==> src/rtl/calc_pkg.sv <==
// Shared types and constants for the calculator front-panel sequencer.
package calc_pkg;

  localparam int OPERAND_W = 8;

  typedef enum logic [2:0] {
    LOAD_A  = 3'd0,
    LOAD_B  = 3'd1,
    LOAD_OP = 3'd2,
    EXEC    = 3'd3,
    CAPTURE = 3'd4,
    SHOW    = 3'd5
  } state_e;

  // Result multiplexer order in the datapath
  localparam logic [1:0] UNIT_0 = 2'd0;
  localparam logic [1:0] UNIT_1 = 2'd1;
  localparam logic [1:0] UNIT_2 = 2'd2;
  localparam logic [1:0] UNIT_3 = 2'd3;

  function automatic logic is_busy(input state_e st);
    return (st == EXEC) || (st == CAPTURE);
  endfunction

endpackage

==> src/rtl/calc_sequencer_button_debouncer.sv <==
// Synchronizes one active-low key, debounces it and emits a one-cycle press pulse.
module button_debouncer #(
  parameter int DEBOUNCE_CYCLES = 250000
) (
  input  logic clock,
  input  logic reset_n,
  input  logic btn_n,
  output logic press
);

  localparam int CNT_W = (DEBOUNCE_CYCLES > 1) ? $clog2(DEBOUNCE_CYCLES) : 1;
  localparam logic [CNT_W-1:0] CNT_MAX = CNT_W'(DEBOUNCE_CYCLES - 1);

  logic             sync1_q;
  logic             sync2_q;
  logic             level_q;
  logic [CNT_W-1:0] cnt_q;
  logic             press_q;

  // Level is accepted only after DEBOUNCE_CYCLES consecutive differing samples
  always_ff @(posedge clock or negedge reset_n) begin
    if (!reset_n) begin
      sync1_q <= 1'b1;
      sync2_q <= 1'b1;
      level_q <= 1'b1;
      cnt_q   <= '0;
      press_q <= 1'b0;
    end else begin
      sync1_q <= btn_n;
      sync2_q <= sync1_q;
      if (sync2_q != level_q) begin
        if (cnt_q == CNT_MAX) begin
          level_q <= sync2_q;
          cnt_q   <= '0;
          press_q <= ~sync2_q;
        end else begin
          cnt_q   <= cnt_q + CNT_W'(1);
          press_q <= 1'b0;
        end
      end else begin
        cnt_q   <= '0;
        press_q <= 1'b0;
      end
    end
  end

  assign press = press_q;

endmodule

==> src/rtl/calc_sequencer.sv <==
// Front-panel sequencer: operand entry, timed datapath drive, result capture and chaining.
module calc_sequencer
  import calc_pkg::*;
#(
  parameter int DEBOUNCE_CYCLES = 250000,
  parameter int SETTLE_CYCLES   = 2
) (
  input  logic                 clock,
  input  logic                 reset_n,
  input  logic [1:0]           buttons,
  input  logic [9:0]           switches,
  input  logic [OPERAND_W-1:0] dp_result,
  input  logic                 dp_carry,
  output logic [OPERAND_W-1:0] dp_a,
  output logic [OPERAND_W-1:0] dp_b,
  output logic [1:0]           dp_op,
  output logic [1:0]           dp_unit,
  output logic [OPERAND_W-1:0] result,
  output logic                 carry,
  output logic                 result_valid,
  output logic [2:0]           phase,
  output logic                 busy
);

  localparam int SETTLE_EFF = (SETTLE_CYCLES < 1) ? 1 : SETTLE_CYCLES;
  localparam int SW = (SETTLE_EFF > 1) ? $clog2(SETTLE_EFF) : 1;
  localparam logic [SW-1:0] SETTLE_LOAD = SW'(SETTLE_EFF - 1);

  logic enter_press_s;
  logic clear_press_s;

  button_debouncer #(.DEBOUNCE_CYCLES(DEBOUNCE_CYCLES)) u_enter (
    .clock   (clock),
    .reset_n (reset_n),
    .btn_n   (buttons[0]),
    .press   (enter_press_s)
  );

  button_debouncer #(.DEBOUNCE_CYCLES(DEBOUNCE_CYCLES)) u_clear (
    .clock   (clock),
    .reset_n (reset_n),
    .btn_n   (buttons[1]),
    .press   (clear_press_s)
  );

  state_e               state_q, state_d;
  logic [OPERAND_W-1:0] a_q, a_d, b_q, b_d, res_q, res_d;
  logic [1:0]           op_q, op_d, unit_q, unit_d;
  logic                 carry_q, carry_d, valid_q, valid_d, busy_q, busy_d;
  logic [SW-1:0]        cnt_q, cnt_d;

  // Next-state logic; clear overrides everything, including an in-flight EXEC
  always_comb begin
    state_d = state_q;
    a_d     = a_q;
    b_d     = b_q;
    op_d    = op_q;
    unit_d  = unit_q;
    res_d   = res_q;
    carry_d = carry_q;
    valid_d = valid_q;
    cnt_d   = cnt_q;
    if (clear_press_s) begin
      state_d = LOAD_A;
      a_d     = '0;
      b_d     = '0;
      op_d    = 2'd0;
      unit_d  = 2'd0;
      res_d   = '0;
      carry_d = 1'b0;
      valid_d = 1'b0;
      cnt_d   = '0;
    end else begin
      case (state_q)
        LOAD_A: begin
          if (enter_press_s) begin
            a_d     = switches[OPERAND_W-1:0];
            state_d = LOAD_B;
          end else begin
            state_d = LOAD_A;
          end
        end
        LOAD_B: begin
          if (enter_press_s) begin
            b_d     = switches[OPERAND_W-1:0];
            state_d = LOAD_OP;
          end else begin
            state_d = LOAD_B;
          end
        end
        LOAD_OP: begin
          if (enter_press_s) begin
            op_d    = switches[9:8];
            unit_d  = switches[1:0];
            cnt_d   = SETTLE_LOAD;
            state_d = EXEC;
          end else begin
            state_d = LOAD_OP;
          end
        end
        EXEC: begin
          if (cnt_q == '0) begin
            state_d = CAPTURE;
          end else begin
            cnt_d = cnt_q - SW'(1);
          end
        end
        CAPTURE: begin
          res_d   = dp_result;
          carry_d = dp_carry;
          valid_d = 1'b1;
          state_d = SHOW;
        end
        SHOW: begin
          if (enter_press_s) begin
            a_d     = res_q;
            valid_d = 1'b0;
            cnt_d   = SETTLE_LOAD;
            state_d = EXEC;
          end else begin
            state_d = SHOW;
          end
        end
        default: state_d = LOAD_A;
      endcase
    end
    busy_d = is_busy(state_d);
  end

  // State and all outputs are registered together
  always_ff @(posedge clock or negedge reset_n) begin
    if (!reset_n) begin
      state_q <= LOAD_A;
      a_q     <= '0;
      b_q     <= '0;
      op_q    <= 2'd0;
      unit_q  <= 2'd0;
      res_q   <= '0;
      carry_q <= 1'b0;
      valid_q <= 1'b0;
      busy_q  <= 1'b0;
      cnt_q   <= '0;
    end else begin
      state_q <= state_d;
      a_q     <= a_d;
      b_q     <= b_d;
      op_q    <= op_d;
      unit_q  <= unit_d;
      res_q   <= res_d;
      carry_q <= carry_d;
      valid_q <= valid_d;
      busy_q  <= busy_d;
      cnt_q   <= cnt_d;
    end
  end

  assign dp_a         = a_q;
  assign dp_b         = b_q;
  assign dp_op        = op_q;
  assign dp_unit      = unit_q;
  assign result       = res_q;
  assign carry        = carry_q;
  assign result_valid = valid_q;
  assign phase        = state_q;
  assign busy         = busy_q;

endmodule

==> config.mk <==
export PLATFORM = sky130hd
export DESIGN_NAME = calc_sequencer
export DESIGN_NICKNAME = d
export VERILOG_FILES = /design/src/rtl/calc_pkg.sv /design/src/rtl/calc_sequencer_button_debouncer.sv /design/src/rtl/calc_sequencer.sv
export SDC_FILE = /design/constraint.sdc
export NUM_CORES = 1
export LEC_CHECK = 0
export CAP_MARGIN = 20
export CORE_ASPECT_RATIO = 1.75
export CORE_MARGIN = 4
export CORE_UTILIZATION = 40
export DETAILED_ROUTE_END_ITERATION = 10
export PLACE_DENSITY = 0.73
export SLEW_MARGIN = 10
export SYNTH_ARGS = -nofsm -noshare
export SYNTH_HDL_FRONTEND = slang
export SYNTH_SLANG_ARGS = --single-unit
==> constraint.sdc <==
create_clock -name clock -period 2.4 [get_ports clock]
set_clock_uncertainty 0.15 [all_clocks]
set_input_delay 0.48 -clock clock [delete_from_list [all_inputs] [get_ports clock]]
set_output_delay 0.48 -clock clock [all_outputs]
set_load 0.02 [all_outputs]
* After elaboration in Yosys (flattened, before gate mapping)
Index checks and enable logic that the tools add are counted.
** Word-level totals
- Register bits :: 79
- Bits in latches :: 0
- Memory bits (writable) :: 0
- Memory bits (read-only) :: 0
- Output and inout port bits :: 34
- Logic and storage cells :: 94
- Memories kept :: 0
** Operators by class
- Add/subtract/negate cells :: 3
- Multipliers :: 0
- Divide/modulo/power cells :: 0
- Order comparisons :: 0
- Eq/ne operators :: 14
- Shifts and indexed selects :: 0
- Muxes and demuxes :: 38
- Bitwise logic cells :: 2
- Reduce and logical (&&, ||, !) cells :: 17
** Operators by type and width (count)
- 2-to-1 mux 18 bit :: 4
- 2-to-1 mux 8 bit :: 7
- adder 18 x 1 -> 18 bit, second input constant :: 2
- == test 18 bit, second input constant :: 2
- case mux 3 bit (6 select lines) :: 1
- case mux 8 bit (2 select lines) :: 1
- 2-to-1 mux 2 bit :: 7
- 2-to-1 mux 1 bit :: 13
- AND reduction 2 bit :: 6
- == test 3 x 2 -> 1 bit, second input constant :: 3
- == test 3 bit, second input constant :: 3
- 2-to-1 mux 3 bit :: 3
- inequality test 3 x 1 -> 1 bit, second input constant :: 3
- nonzero test 3 bit :: 3
- nonzero test 2 bit :: 4
- case mux 1 bit (2 select lines) :: 2
- == test 3 x 1 -> 1 bit, second input constant :: 1
- logical NOT 3 bit :: 1
- AND reduction 3 bit :: 1
- inequality test 1 bit :: 2
- NOT 1 bit :: 2
- OR reduction 2 bit :: 1
- logical OR 1 bit :: 1
- subtractor 1 bit, second input constant :: 1

* Longest topological paths before layout
Gate-level depths: netlist (run 1).
- Depth in word-level cells :: 5
- Gate-level depth with buffers :: 6
- Mapped depth without buffers :: 5

* Hierarchy
Synthesis (run 1) repeated with hierarchy kept, for this count alone.
** Second synthesis, totals
- Cells, all modules :: 328
- Area, all modules :: 3747.3 µm²
** By module, submodules not included
- calc_sequencer :: instances 1, cells an instance 128, area each 1639.1 µm², seq. area each 875.8 µm²
- button_debouncer at u_enter :: instances 1, cells an instance 100, area each 1059.8 µm², seq. area each 554.3 µm²
- button_debouncer at u_clear :: instances 1, cells an instance 100, area each 1048.5 µm², seq. area each 554.3 µm²

* Least setup slack after synthesis (run 1)
No wires, ideal clock.
- Kind :: flip-flop to flip-flop
- From :: reg u_clear.cnt_q[0]
- To :: reg u_clear.cnt_q[16]
- Data arrival time :: 1.686 ns
- Path slack :: 0.487 ns
- Cell stages (with the launch flop) :: 6
- Path buffers :: 0
- Clock period less this slack :: 1.913 ns
- Cells stage by stage :: dfrtp_1 -> ha_1 -> nand3_2 -> or3_1 -> or4_1 -> a21oi_1
** Between the ends
- Word-level cells in the longest chain between the ends :: 3
** Ends and longest elaborated chain
- start, declared :: RTL line calc_sequencer_button_debouncer.sv:17 : logic [CNT_W-1:0] cnt_q;
- start signal, assigned :: RTL line calc_sequencer_button_debouncer.sv:37 : cnt_q <= cnt_q + CNT_W'(1);
- adder 18 x 1 -> 18 bit / == test 18 bit (equally long branches) :: RTL line calc_sequencer_button_debouncer.sv:37, calc_sequencer_button_debouncer.sv:32
- 2-to-1 mux 18 bit * :: RTL line calc_sequencer_button_debouncer.sv:32 : if (cnt_q == CNT_MAX) begin
- 2-to-1 mux 18 bit * :: RTL line calc_sequencer_button_debouncer.sv:31 : if (sync2_q != level_q) begin
Mark *: on every way between the ends. The rest lies on a longest branch, timed or not.
A chain may end at the register's enable or synchronous reset.

* Final worst setup path (run 1)
- From :: reg state_q[0], in the netlist phase[0]
- To :: out phase[0]
** RTL lines
- start, declared :: RTL line calc_sequencer.sv:46 : state_e state_q, state_d;
- start signal, assigned :: RTL line calc_sequencer.sv:144 : state_q <= state_d;
- end, declared :: RTL line calc_sequencer.sv:21 : output logic [2:0] phase,
No word-level cell between the ends.

==> results.cfg, run 1 <==
[synthesis]
netlist_instances = 363
synth_top_area_share_pct = 49.7
syn_area_sq_um = 3680
synth-xor-area-share_pct = 7.38
synthSimpleGateAreaFrac_pct = 22.0
synth_top_family_by_area = simple AND/OR/NAND/NOR gates
synth_fa_ha_area_share_pct = 0.681
synth_compound_area_share_pct = 6.23
avgSynthCellArea_sq_um = 10.1
synthDistinctLibCells = 40
syn-num-nets = 388
synth-warning-count = 0
ys_seq_elements = 79
yosysTopAreaCell = dfrtp_1
ys_seq_area_share_pct = 54.0
synth.mux.area_fraction_pct = 6.91
synth_area_leaders = dfrtp_1 (50%), nor2_1 (6.1%), mux2i_1 (6.0%), xnor2_1 (6.0%), dfstp_2 (4.3%)

[floorplan]
die_area_sq_um = 10900
pin_count = 57
rows = 46
start_util_pct = 40.7
die_y_um = 135
die_w_um = 80.5
core_area_sq_um = 9040

[drt]
drt_iter0_drc = 99
avgRoutedWirePerCell_um = 14.9
route.detailed.drc = 0
antenna_left = 0
finalWirelength_um = 8210
via_count = 2852
vias_per_cell = 5.19
first_pass_iters = 4

[placed_design]
gp_congestion = 0.846
port_buffers = 56
post-dp-hpwl_um = 6000

[critical_path]
required_ns = 1.77
slowest_delay_ns = 0.70
crit_path_end_kind = primary output
reg2reg_from = u_clear.cnt_q[0]$_DFF_PN0_
crit_type = reg2out
rrSetupSlack_ns = 0.38
cp_cell_sequence = clkdlybuf4s50_1
crit_buf_inv = 1
critPathSlowestCell = clkdlybuf4s50_1
r2r_cells = 5
cp-start-kind = flop
cp_top_family = buffers and inverters
crit_path_max_fanout = 14
worst_ep_arrival_time_ns = 1.61
r2r-end = u_clear.cnt_q[16]$_DFF_PN0_

[final_layout]
diodes = 0
drive_gt1_share_pct = 9.09
layout.nets = 450
multi_input_area_sq_um = 1590
syn_to_final_growth_pct = 28.0
seqCellArea_sq_um = 1980
n_fill_cell = 822

[clock_network]
clock_path_buffers = 2
clk_latency_ns = 0.33
cts_tree = done
cts_sinks = 79
numCtsBuffers = 9
cts_max_level = 3
cts-root-buf = clkbuf_16
cts_resized = 0
cts.clk_slew.worst_paths_ns = 0.06

[timing]
setup_viol = 0
hold_violations = 0
max_freq_ghz = 0.447
tightest_slew_ns = 0.610
max-slew-margin-rel_pct = 59.2
fin_crit_sh_pct = 93.3
min_period_ns = 2.24
slew_violations = 0
grt_setup_unrepaired = false
fin_setup_tns_ns = 0

[power_and_ir_drop]
p_int_mw = 2.25
netSwitchingPower_mw = 0.563
peakVddDrop_uv = 320
leakagePower_nw = 1.97
finalPower_mw = 2.82
p_clk_share_pct = 48.0
power_frac_comb_pct = 3.8
p_seq_share_pct = 48.2
p_sw_share_pct = 20.0
power.density_nw_per_um2 = 598

[worst_hold_path]
whs_endpoint = u_enter.sync2_q$_DFF_PN1_
min_path_cells = 0
min_path_type = reg2reg
hp-start = u_enter.sync1_q$_DFF_PN1_

[global_routing]
grt.total_usage_pct = 16.3
grt_max_degree = 39
grt_pass1_wl_um = 13900
first_global_vias = 2938
antenna_found_initial = 0
grt_overflow_total = 0

[flow_run]
drv_cap = 0

[run_status]
status = finished clean
[repair_timing]
action	CTS	global route
buffers inserted	0	0
endpoints found under the hold margin	33	0
hold buffers	1	0
[synth_stat cells, drive strengths merged]
library cell	n
a21oi	16
a22oi	1
a2bb2oi	1
a31oi	3
and2	1
and3	2
and4b	1
buf	4
clkbuf	9
dfrtp	73
dfstp	6
ha	2
inv	13
mux2	3
mux2i	22
nand2	33
nand2b	2
nand3	14
nand3b	3
nand4	12
nand4bb	1
nor2	61
nor2b	3
nor3	10
nor4	11
nor4b	4
o21ai	6
o22a	1
o31ai	9
or2	1
or3	2
or4	2
xnor2	25
xor2	6
[routing by layer]
layer,global-route usage (%),share of wire (%),vias to the layer above
met1,17.5,38,1375
met4,7.33,2.0,0
met3,3.87,5.3,15
li1,-,-,1379
met5,0,0,-
met2,29.6,55,83
[cells in the final DEF (no fill, tap or decap), drive strengths merged, types with 2 or more instances in the layout]
master and count:
or4 2, nor3 10, nor2b 3, xor2 6, xnor2 25, clkbuf 12, nor4b 4, or3 2
clkinv 2, buf 8, mux2i 22, inv 13, and3 2, nand4 12, a31oi 3, a21oi 16
nor2 61, clkdlybuf4s50 55, nand2 33, o31ai 9, nand2b 2, mux2 3, o21ai 6, nand3b 3
ha 2, dfstp 6, nor4 11, nand3 14, dfrtp 73
[area by class of cell]
type                       count  share of cell area (%)
clock buffer                  12                    5.45
clock inverter                 3                   0.930
inverter                      13                    1.04
multi-input combinational    258                    33.8
sequential                    79                    42.2
tap                          120                    3.19
timing repair buffer          64                    13.5
[logic make-up (layout without fill, tap and decap cells)]
kind of cell | count (synthesis) | in the layout
compound gates | 37 | 37
fa+ha+maj | 2 | 2
xor+xnor | 31 | 31
simple gates | 163 | 163
flops | 79 | 79
buf+inv | 26 | 92
mux | 25 | 25
[flip-flops by register name (all words and copies together) (netlist names), 2 cells and up]
signal and flops:
u_clear.cnt_q 18, u_enter.cnt_q 18, dp_a 8, dp_b 8
result 8, phase 3, dp_op 2, dp_unit 2
[power groups by stage]
stage                     logic, mW  clock network (mW)  registers [mW]
after detailed placement      0.108                   0            1.38
after CTS                     0.110                1.38            1.36
final                         0.107                1.35            1.36
after floorplan              0.0286                   0            1.38
after global routing          0.121                1.45            1.36
after global placement        0.107                   0            1.38
[worst max path at each step]
| stage | start | end | slack, ns | cells past startpoint |
|---|---|---|---|---|
| after floorplan | u_clear.cnt_q[0]$_DFF_PN0_ | u_clear.cnt_q[16]$_DFF_PN0_ | 0.49 | 5 |
| after global placement | u_clear.cnt_q[0]$_DFF_PN0_ | u_clear.cnt_q[16]$_DFF_PN0_ | 0.43 | 5 |
| after detailed placement | u_clear.cnt_q[0]$_DFF_PN0_ | u_clear.cnt_q[16]$_DFF_PN0_ | 0.40 | 5 |
| after CTS | phase[0]$_DFF_PN0_ | phase[0] | 0.16 | 1 |
| after global routing | phase[0]$_DFF_PN0_ | phase[0] | 0.08 | 1 |
| final | phase[0]$_DFF_PN0_ | phase[0] | 0.16 | 1 |
[metrics by stage]
stage               cell area (sq um)  instances  hold slack [ns]  util (%)  setup WS, ns
CTS                              4710        549            0.206      52.1         0.157
global route                     4710        549            0.209      52.1        0.0750
finish                           4710        549            0.203      52.1         0.161
global placement                 4400        533            0.197      48.7         0.430
detailed placement               4400        533            0.200      48.7         0.400
floorplan                        3680        363           0.0344         -         0.487
No activity file was read; power rests on OpenSTA's default activity.
==> run 2, diff against run 1 <==
Settings changed: GPL_TIMING_DRIVEN set to 0.
==> run 2 against run 1 <==
  * Cell area rose by 0.13%
  * Die area did not move
  * Utilization rose by 0.069 points
  * Global-route usage rose by 0.74 points
  * Non-clock buffer count rose by 7
  * Critical path depth rose by 5
  * Critical endpoint is now u_enter.cnt_q[14]$_DFF_PN0_
==> results.cfg, run 2 (synthesis gave the netlist of run 1 again) <==
[drt]
avgRoutedWirePerCell_um = 15.2
finalWirelength_um = 8490
antenna_left = 0
via_count = 2895
drt_iter0_drc = 82
route.detailed.drc = 0
vias_per_cell = 5.20
first_pass_iters = 4

[critical_path]
cp-start-kind = flop
worst_ep_arrival_time_ns = 2.27
rrSetupSlack_ns = 0.19
r2r_cells = 6
required_ns = 2.46
crit_type = reg2reg
crit_path_end_kind = flop
crit_path_max_fanout = 10

[floorplan]
core_area_sq_um = 9040
pin_count = 57
die_y_um = 135
die_area_sq_um = 10900
die_w_um = 80.5
rows = 46
start_util_pct = 40.7

[power_and_ir_drop]
peakVddDrop_uv = 341
leakagePower_nw = 1.97
finalPower_mw = 2.79
power.density_nw_per_um2 = 592

[global_routing]
gr-usage-met2_pct = 31.8
grt.total_usage_pct = 17.1
grt_max_degree = 59
grt_overflow_total = 0
first_global_vias = 2979
antenna_found_initial = 0
grt_use_met3_pct = 3.34
use_met1_pct = 18.0
grt_pass1_wl_um = 14200
top_usage_layer = met2

[timing]
max-slew-margin-rel_pct = 52.3
grt_setup_unrepaired = false
max_freq_ghz = 0.453
min_period_ns = 2.21
fin_crit_sh_pct = 92.0
setup_viol = 0
tightest_slew_ns = 0.712
fin_ws_ns = 0.192
slew_violations = 0
hold_violations = 0

[worst_hold_path]
min_path_type = reg2reg
min_path_cells = 0

[run_status]
status = finished clean

[clock_network]
clock_path_buffers = 2
clk_latency_ns = 0.33
cts_tree = done
cts-root-buf = clkbuf_16
cts.clk_slew.worst_paths_ns = 0.06
cts_sinks = 79
cts_resized = 0
numCtsBuffers = 9
cts_max_level = 3

[placed_design]
post-dp-hpwl_um = 6330
place_ws_ns = 0.198
gp_congestion = 0.847
port_buffers = 56

[final_layout]
diodes = 0
syn_to_final_growth_pct = 28.2
layout.nets = 457
reg_top3 = u_clear.cnt_q x18, u_enter.cnt_q x18
drive_gt1_share_pct = 8.70
layout_common_cells = dfrtp_1 (73), nor2_1 (60), clkdlybuf4s50_1 (55)
mostFrequentLayoutCell = dfrtp_1

[flow_run]
drv_cap = 0
run 2: cell types whose count changed in the layout (fill, tap and decap cells not counted):
cell,delta
clkinv_2,+2
buf_4,-6
buf_16,+1
buf_12,-1
buf_2,+4
clkinvlp_4,+1
clkbuf_1,+9
clkbuf_8,-2
run 2: critical path, cell delays in order, from the launching register on:
cell and delay (ns):
dfrtp_1 0.41, ha_1 0.24, nand3_1 0.13, or3_1 0.43
o21ai_2 0.36, buf_2 0.29, nor2_1 0.07
run 2: where the power goes:
part | switching [mW] | leakage [nW] | internal (mW) | total (mW)
clock | 0.524 | 0.142 | 0.801 | 1.32
combinational | 0.0562 | 0.832 | 0.0504 | 0.107
sequential | 0.0118 | 0.994 | 1.35 | 1.36
run 2: path summary, 6_finish.rpt:
path	endpoint	startpoint
max	u_enter.cnt_q[14]$_DFF_PN0_	u_enter.cnt_q[0]$_DFF_PN0_
min	u_clear.sync2_q$_DFF_PN1_	u_clear.sync1_q$_DFF_PN1_
max reg2reg	u_enter.cnt_q[14]$_DFF_PN0_	u_enter.cnt_q[0]$_DFF_PN0_
min reg2reg	u_clear.sync2_q$_DFF_PN1_	u_clear.sync1_q$_DFF_PN1_
max in group asynchronous	u_enter.sync2_q$_DFF_PN1_	reset_n
min in group asynchronous	phase[2]$_DFF_PN0_	reset_n
run 2: per-stage QoR:
step | TNS [ns] | hold slack (ns) | instance area [sq um] | cells | util, %
after floorplan | 0 | 0.0344 | 3680 | 363 | -
after global placement | -146.93 | 0.197 | 4390 | 539 | 48.6
after detailed placement | 0 | 0.199 | 4410 | 540 | 48.8
after CTS | 0 | 0.202 | 4710 | 557 | 52.2
after global routing | 0 | 0.205 | 4710 | 557 | 52.2
final | 0 | 0.199 | 4710 | 557 | 52.2
run 2: timing repair:
action                    in CTS  in global routing
hold buffers                   1                  0
buffers inserted               0                  0
hold endpoints to repair      18                  0
run 2: layer usage:
layer | routed length [um] | share of wire (%)
met2 | 4760 | 56
met4 | 199 | 2.3
met3 | 460 | 5.4
met5 | 0 | 0
met1 | 3080 | 36
run 2: final cells by class:
class	instances	area, sq um
inverters	13	48.8
well taps	120	150
clock buffers	10	229
fillers	840	4320
flip-flops and latches	79	1980
repair buffers	58	596
plain buffers	13	53.8
multi-input cells	258	1590
clock inverters	6	61.3
